**src/rtl/johnson_counter_gen.sv**
```systemverilog
// Parametrised Johnson (twisted-ring) counter with up/down, enable,
// checked parallel load, registered binary phase and wrap pulse.
module johnson_counter_gen #(
   parameter int WIDTH = 4,
   parameter int PW    = $clog2(2*WIDTH)
) (
   input  logic             clk,
   input  logic             rst,
   input  logic             en,
   input  logic             dir,
   input  logic             load,
   input  logic [WIDTH-1:0] load_val,
   output logic [WIDTH-1:0] out,
   output logic [PW-1:0]    phase,
   output logic             wrap,
   output logic             load_err
);

   localparam logic [PW-1:0]    LAST = PW'(2*WIDTH-1);
   localparam logic [WIDTH-1:0] ONES = '1;

   logic [WIDTH-1:0] out_q, out_d;
   logic [PW-1:0]    phase_q, phase_d;
   logic             wrap_q, wrap_d;
   logic             err_q, err_d;

   logic             ld_ok;
   logic [PW-1:0]    ld_ph;
   logic [WIDTH-1:0] up_out, dn_out;
   logic [PW-1:0]    up_ph, dn_ph;

   // classify the load value and find its phase index
   always_comb begin
      ld_ok = 1'b0;
      ld_ph = '0;
      for (int k = 0; k <= WIDTH; k++) begin
         if (load_val == (ONES >> (WIDTH - k))) begin
            ld_ok = 1'b1;
            ld_ph = PW'(k);
         end
      end
      for (int j = 1; j < WIDTH; j++) begin
         if (load_val == (ONES << (WIDTH - j))) begin
            ld_ok = 1'b1;
            ld_ph = PW'(2*WIDTH - j);
         end
      end
   end

   // one step in each direction, phase tracked alongside the ring
   always_comb begin
      up_out = {out_q[WIDTH-2:0], ~out_q[WIDTH-1]};
      dn_out = {~out_q[0], out_q[WIDTH-1:1]};
      up_ph  = (phase_q == LAST) ? '0 : phase_q + PW'(1);
      dn_ph  = (phase_q == '0) ? LAST : phase_q - PW'(1);
   end

   // next state: load beats enable, enable beats hold
   always_comb begin
      out_d   = out_q;
      phase_d = phase_q;
      wrap_d  = 1'b0;
      err_d   = 1'b0;
      if (load) begin
         out_d   = ld_ok ? load_val : '0;
         phase_d = ld_ok ? ld_ph : '0;
         err_d   = ~ld_ok;
      end else if (en) begin
         out_d   = dir ? dn_out : up_out;
         phase_d = dir ? dn_ph : up_ph;
         wrap_d  = dir ? (dn_out == '0) : (up_out == '0);
      end
   end

   // state registers with synchronous reset
   always_ff @(posedge clk) begin
      if (rst) begin
         out_q   <= '0;
         phase_q <= '0;
         wrap_q  <= 1'b0;
         err_q   <= 1'b0;
      end else begin
         out_q   <= out_d;
         phase_q <= phase_d;
         wrap_q  <= wrap_d;
         err_q   <= err_d;
      end
   end

   assign out      = out_q;
   assign phase    = phase_q;
   assign wrap     = wrap_q;
   assign load_err = err_q;

endmodule

```
**config.mk**
```make
export PLATFORM = sky130hd
export DESIGN_NAME = johnson_counter_gen
export DESIGN_NICKNAME = d
export VERILOG_FILES = /design/src/rtl/johnson_counter_gen.sv
export SDC_FILE = /design/constraint.sdc
export NUM_CORES = 1
export LEC_CHECK = 0
export ABC_AREA = 0
export BUFFER_PORTS_ARGS = -buffer_cell sky130_fd_sc_hd__buf_2
export CAP_MARGIN = 5
export CORE_MARGIN = 2
export CORE_UTILIZATION = 46
export CTS_CLUSTER_DIAMETER = 200
export DETAILED_ROUTE_END_ITERATION = 10
export HOLD_SLACK_MARGIN = 0.05
export PLACE_DENSITY = 0.73
export SLEW_MARGIN = 15
export SYNTH_ARGS = -nofsm -noshare
export SYNTH_HDL_FRONTEND = slang
export SYNTH_SLANG_ARGS = --single-unit
```
**constraint.sdc**
```tcl
create_clock -name clk -period 1.4 [get_ports clk]
set_input_delay 0.14 -clock clk [delete_from_list [all_inputs] [get_ports clk]]
set_output_delay 0.14 -clock clk [all_outputs]
set_load 0.02 [all_outputs]
```
## Word level (Yosys, flattened, before mapping)

Index checks and enable logic that the tools add are counted.

- Order comparisons: 0
- Shift operators: 0
- Bitwise logic cells: 5
- Equality and inequality tests: 8
- Reductions and logical operators: 7
- Divide/modulo/power cells: 0
- $mul: 0
- Mux-type cells: 26
- Add/subtract/negate cells: 2

Operators by type and width:

| operator | number |
|---|---|
| 2-to-1 mux 3 bit | 12 |
| == test 4 bit, second input constant | 4 |
| 2-to-1 mux 4 bit | 4 |
| logical NOT 4 bit | 3 |
| 2-to-1 mux 1 bit | 10 |
| NOT 1 bit | 5 |
| == test 4 x 1 -> 1 bit, second input constant | 1 |
| == test 4 x 2 -> 1 bit, second input constant | 1 |
| == test 4 x 3 -> 1 bit, second input constant | 1 |
| adder 3 x 1 -> 3 bit, second input constant | 1 |
| == test 3 bit, second input constant | 1 |
| logical NOT 3 bit | 1 |
| OR reduction 3 bit | 1 |
| subtractor 3 x 1 -> 3 bit, second input constant | 1 |
| nonzero test 2 bit | 1 |
| OR reduction 2 bit | 1 |

- Bits of input ports: 9
- RAM bits: 0
- Output and inout bits: 9
- Memories: 0
- Flip-flop bits (word level): 9
- Bits in latches: 0
- Memory bits (read-only): 0

## Longest topological paths before layout

- Depth in word-level cells: 11
- Mapped depth: 5

## Worst setup path after synthesis

Ideal clock, no wire load.

- Path kind: reg2reg
- Start: reg phase_q[0], in the netlist phase[0]
- End: reg phase_q[2], in the netlist phase[2]
- Arrival: 1.372 ns
- Stages on the path, launching flop included: 6
- Library setup time: 0.142 ns
- Slack: -0.114 ns
- Clock period less this slack: 1.514 ns
- Cell sequence: dfxtp_1 > inv_1 > ha_1 > or3_1 > a31oi_1 > a221oi_2

- Cells in the longest elaborated chain, start to end: 5
- Elaborated cells on any way between the ends: 9
- Those cells by class: add/sub: 2; eq/ne: 1; mux: 5; reduce/logical: 1

Ends and longest elaborated chain:

| element | RTL line | text |
|---|---|---|
| start, declared | 23 | `logic [PW-1:0] phase_q, phase_d;` |
| start signal, assigned | 84 | `phase_q <= phase_d;` |
| adder 3 x 1 -> 3 bit, or another cell as far along | 54 | `up_ph = (phase_q == LAST) ? '0 : phase_q + PW'(1);` |
| 2-to-1 mux 3 bit (on tied branches) | 54, 55 |  |
| 2-to-1 mux 3 bit * | 70 | `phase_d = dir ? dn_ph : up_ph;` |
| 2-to-1 mux 3 bit * | 68 | `end else if (en) begin` |
| 2-to-1 mux 3 bit * | 64 | `if (load) begin` |

Every way passes the cells marked *; elsewhere a longest branch is shown, timed or not. The select of a mux whose other input is x is not followed.
A chain may end at the register's enable or synchronous reset.

## Worst setup path in the final report

- Start: reg phase_q[0], in the netlist phase[0]
- End: reg phase_q[1], in the netlist phase[1]

The elaborated chain is that of the path after synthesis.

==> run_results.csv <==
group,metric,value,unit
status,status,"finished, final reports clean",
critical_path,critPathLaunchType,"flop",
cells_and_area,drive_gt1_share,37.00,%
global_routing,antenna_found_initial,0,
route,drt-initial-drc-count,9,
sta,slew_viol_final,0,
place,dp_cells,112,
global_routing,track_usage,17.75,%
clock_tree,clock_latency,0.26,ns
critical_path,crit_type,"reg -> reg",
synth,syn_nets,99,
critical_path,r2r_start,"phase[0]",
synth,synth_cell_type_count,43,
clock_tree,clock-root-buffer,"clkbuf_4",
sta,hold_viol_final,0,
sta,rsz0062_at_grt,"yes",
route,avgRoutedWirePerCell,13.10,µm
critical_path,rr_worst_depth,5,
power_and_ir_drop,cellPowerDensity,834.8,nW/µm²
route,drc,0,
global_routing,grt_pass1_vias,607,
cells_and_area,seqCellArea,185.2,µm²
cells_and_area,final_cell_count_no_fill,116,
global_routing,grt_overflow,0,
sta,setup_viol,0,
floorplan,die_h,44.77,µm
sta,fin_crit_sh,95.00,%
floorplan,die_width,44.77,µm
route,firstDrtPassIters,4,
route,vias_per_cell,5.586,
clock_tree,clk_path_buf_depth,2,
route,num_vias,648,
clock_tree,cts_max_level,1,
critical_path,worstReg2RegEnd,"phase[1]",
critical_path,r2r_slack,0.07,ns
synth,yosysTopAreaCell,"dfxtp_1",
cells_and_area,antenna_cells,0,
route,routed_wl,1.520,mm
critical_path,cpMaxStageDelayCell,"dfxtp_4",
synth,synth_top_area_share,23.57,%
critical_path,cp.arrival,1.51,ns
global_routing,grt_max_degree,19,
clock_tree,post_cts_buffers,0,
sta,slew_headroom,76.26,%
floorplan,die-area,2004,µm²
synth,ys_seq_area_share,23.57,%
sta,tns,0,ns
sta,worst_slew_pin_slew,0.3562,ns
sta,finalCriticalPeriod,1.330,ns
synth,yosysMostFrequentCell,"dfxtp_1",
clock_tree,cts_tree,"yes",
synth,ys_async_sr_fraction,0,%
synth,avgSynthCellArea,8.889,µm²
global_routing,grt_pass1_wl,2.635,mm
place,portBuffers,17,
critical_path,endpoint,"phase[1]",
critical_path,crit_path_end_kind,"flop",
critical_path,critPathMaxStageDelay,0.37,ns
place,gp_congestion,0.7231,
synth,yosys-top-cells-count,"dfxtp_1 (9), nor2_1 (6), inv_1 (5), nor2b_1 (5)",
clock_tree,cts_buffers,3,
route,drt.antenna.violating_nets,0,
critical_path,crit_path_max_fanout,5,
clock_tree,cts_sinks,9,
cells_and_area,layout.nets,114,
place,placed_cell_area,820.8,µm²
run,max_cap_violations,0,
synth,synth_edf_count,0,
cells_and_area,multi_input_area,514.2,µm²
synth,yosysWarnings,0,
clock_tree,clk_pin_slew,0.07,ns
cells_and_area,postLayoutCoreUtil,55.75,%
synth,synth_flop_cell,"dfxtp_1",
sta,hold_slack,0.1821,ns
floorplan,pin_count,18,
power_and_ir_drop,leakagePower,0.3690,nW
worst_hold_path,min_path_type,"in -> reg",
sta,clock_skew,0.007519,ns
power_and_ir_drop,peakVddDrop,0.0005959,V
cells_and_area,num-fill-cells,156,
cells_and_area,final_area,849.6,µm²
critical_path,startpoint,"phase[0]",
synth,syn_area,764.5,µm²
synth,synthTopCellsByArea,"dfxtp_1 (24%), ha_1 (6.5%), nor2b_1 (4.1%)",
floorplan,core_region_area,1524,µm²
sta,max_freq,751.9,MHz
critical_path,worstPathRequired,1.58,ns
critical_path,crit_chain,"inv_1 > ha_2 > nor2b_1 > o221ai_1 > a221oi_2",
synth,syn_inst,86,
floorplan,initial_core_util,50.16,%
floorplan,num_rows,14,
cells_and_area,syn_to_final_growth,11.13,%
synth,ys_seq_elements,9,
per-layer routing:
layer | up-vias | track usage, % | wire, µm
li1 | 342 | - | -
met1 | 293 | 24.20 | 722
met2 | 11 | 28.99 | 738
met3 | 2 | 1.200 | 50
met4 | 0 | 7.273 | 9
met5 | - | 0 | 0
cell usage in the layout (no fill, tap or decap), types with 2 or more instances in the layout:
cell      instances
buf_2            17
dfxtp_1           7
nor2_1            6
inv_1             5
nor2b_1           5
a21oi_1           4
nand2_1           3
nor3_1            3
nand2b_1          3
ha_1              3
clkbuf_4          3
a221oi_2          2
and3_1            2
mux2_2            2
nand3_1           2
mux2i_1           2
a211o_1           2
a21oi_2           2
sequential cells by signal, indices dropped and copies added (netlist names):
name / count
out: 4
phase: 3
load_err: 1
wrap: 1
layout make-up:
class	count	area share (%)
Clock buffer	4	3.093
Inverter	5	2.209
Multi-Input combinational cell	65	60.53
Sequential cell	9	21.80
Tap cell	16	2.356
Timing Repair Buffer	17	10.01
what timing repair did:
item,in CTS,in global routing
setup endpoints to repair,0,1
gates resized for setup,0,1
hold buffers,0,0
power breakdown:
| group | total [mW] | internal, mW | switching, mW |
|---|---|---|---|
| logic | 0.210 | 0.0903 | 0.120 |
| registers | 0.293 | 0.274 | 0.0193 |
| clock network | 0.206 | 0.110 | 0.0965 |
worst min path at each step:
stage,from,to,slack [ns],cells past startpoint
floorplan,load_val[1],out[1],0.30,2
global placement,rst,out[2],0.46,2
detailed placement,rst,out[1],0.46,2
CTS,rst,out[1],0.18,2
global route,rst,out[2],0.19,2
finish,rst,out[1],0.18,2
cell families (layout without fill, tap and decap cells):
group                    count (synthesis)  after routing  synth area share (%)
multiplexers                             4              4                 5.565
XOR/XNOR                                 2              2                 2.292
adder cells (fa/ha/maj)                  4              4                 6.547
buffers and inverters                   12             26                 9.491
AO/OA/AOI/OAI                           24             24                 26.84
AND/OR/NAND/NOR                         31             31                 25.70
flip-flops                               9              9                 23.57
critical path: cells and delay by family (launching register included):
kind / cells / cell delay (ns)
AOI/OAI and AO/OA: 2 / 0.38
adders and majority gates: 1 / 0.32
buffers and inverters: 1 / 0.06
DFF: 1 / 0.37
and+or+nand+nor: 1 / 0.12
through the flow:
stage / worst slack, ns / total power, mW
finish: 0.06997 / 0.7093
global route: -0.001720 / 0.7628
CTS: 0.01620 / 0.7151
detailed placement: 0.02479 / 0.5080
global placement: 0.07379 / 0.5018
floorplan: 0.02577 / 0.4625
Note: power is estimated with default switching activity, not from simulation.
